**src/rtl/fp_mult_arbiter.sv**
```systemverilog
// fp_mult_arbiter: shares one pipelined FP32 multiplier among NUM_REQ clients.
// Define FP_MULT_ARB_FIXED_PRIO_EN for fixed lowest-index priority arbitration.
module fp_mult_arbiter #(
  parameter int NUM_REQ   = 4,
  parameter int TAG_DEPTH = 8,
  parameter int STAGES    = 2
) (
  input  logic                         clk,
  input  logic                         reset,
  input  logic [NUM_REQ-1:0]           req_valid,
  output logic [NUM_REQ-1:0]           req_ready,
  input  logic [32*NUM_REQ-1:0]        req_a,
  input  logic [32*NUM_REQ-1:0]        req_b,
  output logic [NUM_REQ-1:0]           resp_valid,
  input  logic [NUM_REQ-1:0]           resp_ready,
  output logic [31:0]                  resp_result,
  output logic [2:0]                   resp_flags,
  output logic [31:0]                  m_a,
  output logic [31:0]                  m_b,
  output logic                         m_valid,
  input  logic                         m_ready,
  input  logic [31:0]                  m_result,
  input  logic                         m_exception,
  input  logic                         m_overflow,
  input  logic                         m_underflow,
  input  logic                         m_valid_out,
  output logic                         m_ready_in,
  output logic [$clog2(TAG_DEPTH):0]   outstanding,
  output logic                         proto_err
);

  localparam int IW = $clog2(NUM_REQ);
  localparam int PW = $clog2(TAG_DEPTH);
  localparam logic [PW:0] DEPTH = (PW+1)'(TAG_DEPTH);

  logic [IW-1:0] rr_ptr;
  logic [IW-1:0] winner;
  logic [IW-1:0] head;
  logic          any_req;
  logic          tag_full;
  logic          tag_empty;
  logic          push;
  logic          pop;
  logic [PW-1:0] wr_ptr;
  logic [PW-1:0] rd_ptr;
  logic [PW:0]   count;
  logic [IW-1:0] tags [TAG_DEPTH];

  assign tag_full  = (count == DEPTH);
  assign tag_empty = (count == '0);
  assign head      = tags[rd_ptr];

  // Pick the first valid requester at or after rr_ptr, wrapping around.
  always_comb begin
    int idx;
    winner  = rr_ptr;
    any_req = 1'b0;
    for (int k = NUM_REQ - 1; k >= 0; k--) begin
      idx = int'(rr_ptr) + k;
      if (idx >= NUM_REQ) idx = idx - NUM_REQ;
      if (req_valid[idx]) begin
        winner  = idx[IW-1:0];
        any_req = 1'b1;
      end
    end
  end

  // Issue side: steer winner operands and grant when the multiplier takes them.
  always_comb begin
    m_valid   = any_req && !tag_full && !reset;
    m_a       = '0;
    m_b       = '0;
    req_ready = '0;
    if (m_valid) begin
      m_a = req_a[32*int'(winner) +: 32];
      m_b = req_b[32*int'(winner) +: 32];
    end
    if (m_valid && m_ready) req_ready[winner] = 1'b1;
  end

  assign push = m_valid && m_ready;

  // Return side: route the in-order result to the requester at the tag head.
  always_comb begin
    resp_valid = '0;
    m_ready_in = !tag_empty && resp_ready[head] && !reset;
    if (m_valid_out && !tag_empty && !reset) resp_valid[head] = 1'b1;
  end

  assign pop         = m_valid_out && m_ready_in;
  assign resp_result = m_result;
  assign resp_flags  = {m_exception, m_overflow, m_underflow};
  assign outstanding = count;

`ifdef FP_MULT_ARB_FIXED_PRIO_EN
  assign rr_ptr = '0;
`else
  // Advance the round-robin pointer past each accepted winner.
  always_ff @(posedge clk or posedge reset) begin
    if (reset) begin
      rr_ptr <= '0;
    end else if (push) begin
      if (int'(winner) == NUM_REQ - 1) rr_ptr <= '0;
      else rr_ptr <= winner + 1'b1;
    end
  end
`endif

  // Tag storage holds issuer IDs; pointers alone define validity.
  always_ff @(posedge clk) begin
    if (push) tags[wr_ptr] <= winner;
  end

  // Tag FIFO pointers, outstanding count and sticky protocol error.
  always_ff @(posedge clk or posedge reset) begin
    if (reset) begin
      wr_ptr    <= '0;
      rd_ptr    <= '0;
      count     <= '0;
      proto_err <= 1'b0;
    end else begin
      if (push) wr_ptr <= wr_ptr + 1'b1;
      if (pop)  rd_ptr <= rd_ptr + 1'b1;
      unique case ({push, pop})
        2'b10:   count <= count + 1'b1;
        2'b01:   count <= count - 1'b1;
        default: count <= count;
      endcase
      if (m_valid_out && tag_empty) proto_err <= 1'b1;
    end
  end

  a_depth: assert property (@(posedge clk) disable iff (reset)
    TAG_DEPTH >= 2*STAGES + 2);
  a_count: assert property (@(posedge clk) disable iff (reset)
    count <= DEPTH);

endmodule

```
**config.mk**
```make
export PLATFORM = sky130hd
export DESIGN_NAME = fp_mult_arbiter
export DESIGN_NICKNAME = d
export VERILOG_FILES = /design/src/rtl/fp_mult_arbiter.sv
export SDC_FILE = /design/constraint.sdc
export NUM_CORES = 1
export LEC_CHECK = 0
export ABC_AREA = 0
export CAP_MARGIN = 5
export CORE_AREA = 2 2 161 163
export CTS_CLUSTER_DIAMETER = 150
export DETAILED_ROUTE_END_ITERATION = 6
export DIE_AREA = 0 0 163 165
export PLACE_DENSITY = 0.6
export SYNTH_ARGS = -nofsm -noshare
export SYNTH_HDL_FRONTEND = slang
export SYNTH_SLANG_ARGS = --single-unit
```
**constraint.sdc**
```tcl
create_clock -name clk -period 6.25 [get_ports clk]
set_input_delay 0.9375 -clock clk [delete_from_list [all_inputs] [get_ports clk]]
set_output_delay 0.9375 -clock clk [all_outputs]
set_load 0.05 [all_outputs]
```
==> flow_summary.yaml, run 1 <==
clocking:
  cts_buffers: 5
  cts_hold_buf: 0
  clock-sinks: 29
  clkLatencyLatePin_ns: 0.27
  root_buffer: "clkbuf_16"
  cts_buffer_depth: 2
  cts-resized-gates: 0
  cts_max_level: 2
  cts_tree: "done"
  post_cts_buffers: 0
  clkSlewWorstSetupHoldPaths_ns: 0.04
logic_synthesis:
  ys_warn_count: 0
  synth_area_leader_cell: "mux4_2"
  syn_area_mm2: 0.003780
  yosys-top-cells-area: "mux4_2, edfxtp_1, and2_1"
  ys_types: 41
  synth_edf_count: 16
  async_reset_ff_frac: 0.4483
  ys.flop_type: "edfxtp_1"
  syn_inst: 311
  synth_top_area_frac: 0.3932
  avgSynthCellArea_um2: 12.15
  synthTopCellsByCount: "and2_1, mux4_2, buf_4"
  synth_fp_nets: 624
  ys_ff_latch: 29
  seq_area_frac_synth: 0.2132
power_and_ir_drop:
  switching_share: 0.4767
  power_frac_clock: 0.081
  peakVddDrop_mv: 0.2436
  p_switching_mw: 1.279
  p_seq_frac: 0.129
  p_int_mw: 1.404
  pwr-share-comb: 0.790
  power_density_mw_per_mm2: 356.7
  leakagePower_nw: 2.688
sta:
  finalCriticalPeriod_ns: 4.890
  final-setup-viol-count: 0
  rsz0062_at_grt: "false"
  worst_pin_slew_ns: 0.5725
  hold_viol_final: 0
  tns_ns: 0
  skew_ns: 0.003142
  fmax_mhz: 204.5
  relSlewSlack: 0.6171
  fin_ws_ns: 1.360
  slew_viol_final: 0
  fin_crit_sh: 0.7825
floorplan:
  dieArea_mm2: 0.02690
  die_w_um: 163
  die_y_um: 165
  boundaryPins: 417
  coreArea_mm2: 0.02504
  rows: 58
  start_util: 0.1510
placed_design:
  hpwl_um: 14430
  dp_slack_ns: 1.328
  portBuffers: 346
  place_congestion: 0.7867
  postPlaceCellArea_mm2: 0.007382
routing:
  vias: 3779
  wirelength_um: 16800
  drtIter0Drc: 119
  wire_per_inst_um: 17.87
  ant_nets: 0
  drc_errors: 0
  drt-pass1-iter-count: 4
  post_drt_via_cell_ratio: 4.020
grt:
  grt_pass1_vias: 4139
  grt_start_max_net_pins: 56
  gr-total-overflow: 0
  grt_pass1_wl_um: 24830
  antenna_found_initial: 1
  grt_usage: 0.1219
finish:
  diodes: 0
  fin_area_mm2: 0.007520
  drive_gt1_frac: 0.1475
  final_nets: 922
  layout-area-overhead-vs-synth_pct: 98.94
setup_path:
  worstPathRequired_ns: 5.31
  start_kind: "primary input"
  endpoint_kind: "output pin"
  path_class: "in2out"
  r2r_slack_ns: 2.84
  crit_fanout: 40
  arrival_ns: 3.95
hold_path:
  hold_path_class: "reg2reg"
flow_run:
  max-cap-violations: 0
status:
  outcome: "complete, no violations"
-- placed cells by master, fill, tap and decap left out, types with 5 or more instances in the layout --
cell type	instances
clkdlybuf4s50_1	346
and2_1	66
mux4_2	66
edfxtp_1	16
dfrtp_1	13
nor2_1	10
ha_1	9
inv_1	8
nand2_1	7
xnor2_1	6
nor3_1	5
clkbuf_16	5
-- power by group through the flow --
| stage | Sequential, mW | Clock (mW) | Combinational (mW) |
|---|---|---|---|
| 2_1_floorplan | 0.367 | 0 | 1.49 |
| 3_3_place_gp | 0.350 | 0 | 2.15 |
| 3_5_place_dp | 0.351 | 0 | 2.15 |
| 4_1_cts | 0.348 | 0.221 | 2.16 |
| 5_1_grt | 0.360 | 0.232 | 2.27 |
| 6_report | 0.347 | 0.216 | 2.12 |
-- state kept, by name, summed over array words and instances, names as in the netlist --
signal / count
outstanding: 4
rd_ptr: 3
wr_ptr: 3
tags: 16
rr_ptr: 2
proto_err: 1
-- cells by family (layout without fill, tap and decap cells) --
kind of cell / Yosys count / count (layout) / synth area share
mux: 77 / 77 / 0.4376
compound gates: 13 / 13 / 0.02615
flops: 29 / 29 / 0.2132
fa+ha+maj: 10 / 10 / 0.03509
buf+inv: 69 / 368 / 0.1079
xor+xnor: 8 / 8 / 0.01854
simple gates: 105 / 105 / 0.1615
-- path summary, 6_finish.rpt --
kind	startpoint	end	depth (start not counted)
min reg2reg	proto_err$_DFFE_PP0P_	proto_err$_DFFE_PP0P_	1
min	proto_err$_DFFE_PP0P_	proto_err$_DFFE_PP0P_	1
max in group asynchronous	reset	proto_err$_DFFE_PP0P_	2
max reg2reg	rd_ptr[0]$_DFFE_PP0P_	outstanding[3]$_DFFE_PP0P_	12
max	req_valid[2]	m_b[3]	8
min in group asynchronous	reset	wr_ptr[2]$_DFFE_PP0P_	2
-- per-stage QoR --
step | total power, mW | utilization | instances | hold slack (ns)
5_1_grt | 2.860 | 0.3004 | 940 | 0.4728
4_1_cts | 2.729 | 0.3004 | 940 | 0.4569
3_3_place_gp | 2.498 | 0.2949 | 932 | 0.4418
2_1_floorplan | 1.859 | - | 311 | 0.4935
6_report | 2.683 | 0.3004 | 940 | 0.4548
3_5_place_dp | 2.499 | 0.2949 | 932 | 0.4470
-- layer usage --
metal | part of all wire | vias to the layer above | GRT usage
met3 | 0.098 | 19 | 0.04822
met1 | 0.39 | 1811 | 0.1438
met5 | 0.00060 | - | 0
met4 | 0.012 | 2 | 0.01891
met2 | 0.50 | 200 | 0.2130
li1 | - | 1747 | -
-- worst max-delay path: stages --
cell and delay (ns):
clkdlybuf4s50_1 0.57, nor2b_1 0.20, a221o_1 0.14, o22a_4 0.48, buf_12 0.31, mux4_2 0.38, and2_1 0.19, clkdlybuf4s50_1 0.70
-- layout make-up --
cell class / instances / area (µm²)
Clock inverter: 3 / 12.51
Inverter: 9 / 33.78
Tap cell: 330 / 412.9
Fill cell: 2625 / 17520
Clock buffer: 5 / 125.1
Timing Repair Buffer: 351 / 3526
Multi-Input combinational cell: 213 / 2604
Sequential cell: 29 / 805.8
(Power assumes the default switching activity.)
==> inputs of run 2 (changes only) <==
CORE_AREA = 2 2 162 164   (was 2 2 161 163)
DIE_AREA = 0 0 164 166   (was 0 0 163 165)
PLACE_DENSITY = 0.59   (was 0.6)
clock period = 5.05 ns   (was 6.25 ns; I/O delays follow)
==> flow_summary.yaml, run 2 (same netlist as run 1, synthesis figures left out) <==
floorplan:
  dieArea_mm2: 0.02722
  start_util: 0.1476
  coreArea_mm2: 0.02562
  die_w_um: 164
  rows: 59
  boundaryPins: 417
  die_y_um: 166
placed_design:
  dp_slack_ns: 0.6127
  place_congestion: 0.7666
  dp.cells: 939
  portBuffers: 346
  hpwl_um: 14140
flow_run:
  max-cap-violations: 0
finish:
  final_util: 0.2931
  drive_gt1_frac: 0.1961
  layout-area-overhead-vs-synth_pct: 98.64
  fill_cells: 2632
  layout_common_cells: "clkdlybuf4s50_1, and2_1, mux4_2"
  final_cells: 947
  largest_reg_flops: 16
  mostFrequentLayoutCell: "clkdlybuf4s50_1"
  regMostFlops: "tags"
  final_nets: 924
  diodes: 0
sta:
  fin_ws_ns: 0.6193
  hold_viol_final: 0
  skew_ns: 0.004653
  finalCriticalPeriod_ns: 4.431
  fmax_mhz: 225.7
  slew_viol_final: 0
  final-setup-viol-count: 0
  tns_ns: 0
  fin_crit_sh: 0.8774
  relSlewSlack: 0.6227
  rsz0062_at_grt: "false"
  worst_pin_slew_ns: 0.5581
setup_path:
  worstPathRequired_ns: 4.29
  crit_fanout: 16
  r2r_slack_ns: 1.63
  endpoint_kind: "output pin"
  critPathLaunch: "req_valid[3]"
  start_kind: "primary input"
  critPathSlowestCell: "clkdlybuf4s50_1"
  timing.rr.start: "rd_ptr[0]$_DFFE_PP0P_"
  path_class: "in2out"
  arrival_ns: 3.67
  critPathMaxStageDelay_ns: 0.70
  worstPathCellList: "clkdlybuf4s50_1 > nor2_1 > a21oi_1 > o221ai_4 > buf_4 > mux4_2 > and2_1 > clkdlybuf4s50_1"
  path_common_cell: "clkdlybuf4s50_1"
grt:
  gr-total-overflow: 0
  grt_usage: 0.1216
  grt_pass1_vias: 4235
  antenna_found_initial: 0
  grt_start_max_net_pins: 74
  grt_pass1_wl_um: 25160
clocking:
  cts_buffer_depth: 2
  cts_buffers: 5
  cts-resized-gates: 0
  cts_tree: "done"
  clkLatencyLatePin_ns: 0.27
  root_buffer: "clkbuf_16"
  cts_hold_buf: 0
  clkSlewWorstSetupHoldPaths_ns: 0.05
  cts_max_level: 2
  clock-sinks: 29
  post_cts_buffers: 0
routing:
  drt-pass1-iter-count: 4
  post_drt_via_cell_ratio: 4.064
  drtIter0Drc: 82
  ant_nets: 0
  wire_per_inst_um: 17.67
  vias: 3849
  drc_errors: 0
  wirelength_um: 16730
power_and_ir_drop:
  leakagePower_nw: 2.753
  power_density_mw_per_mm2: 446.8
  peakVddDrop_mv: 0.2465
status:
  outcome: "complete, no violations"
hold_path:
  min_from: "proto_err$_DFFE_PP0P_"
  hold_path_class: "reg2reg"
## run 2: changes by cell type in the layout (fill, tap and decap cells not counted), sizes merged
| cell | previous run | this run |
|---|---|---|
| clkbuf | 5 | 7 |
| clkinv | 3 | 1 |
| clkdlybuf4s50 | 346 | 320 |
| buf | 5 | 33 |
## run 2: stage by stage
stage / total power [mW] / cell area (µm²) / hold WS, ns
floorplan: 2.301 / 3780 / 0.4935
CTS: 3.415 / 7508 / 0.4623
global placement: 3.087 / 7351 / 0.4471
detailed placement: 3.095 / 7351 / 0.4509
global route: 3.568 / 7508 / 0.4942
finish: 3.355 / 7508 / 0.4578
## run 2: critical path, delay by kind of cell
family | cells | cell delay, ns
AO/OA/AOI/OAI | 2 | 0.33
multiplexers | 1 | 0.55
buffers and inverters | 3 | 1.56
AND/OR/NAND/NOR | 2 | 0.45
## run 2: power by group
group	internal [mW]	switching (mW)
logic	1.22	1.41
clock network	0.207	0.0923
registers	0.334	0.0971
## run 2: cell type report
cell class,instances,area (µm²),area share
Clock buffer,7,152.6,0.02033
Clock inverter,1,5.005,0.0006666
Inverter,9,33.78,0.004499
Multi-Input combinational cell,213,2604,0.3468
Sequential cell,29,805.8,0.1073
Tap cell,335,419.2,0.05582
Timing Repair Buffer,353,3488,0.4646
## run 2: final timing paths
kind	endpoint	cells after the start
worst min-delay path	proto_err$_DFFE_PP0P_	1
max in group asynchronous	wr_ptr[2]$_DFFE_PP0P_	2
worst max register to register	outstanding[3]$_DFFE_PP0P_	12
worst max-delay path	m_a[26]	8
min in group asynchronous	proto_err$_DFFE_PP0P_	2
worst min register to register	proto_err$_DFFE_PP0P_	1
## run 2: per-layer routing
layer	track usage	share of wire	vias to the layer above
met1	0.1435	0.39	1893
met4	0.02174	0.0097	0
li1	-	-	1745
met3	0.03671	0.082	12
met2	0.2181	0.52	199
met5	0	0	-
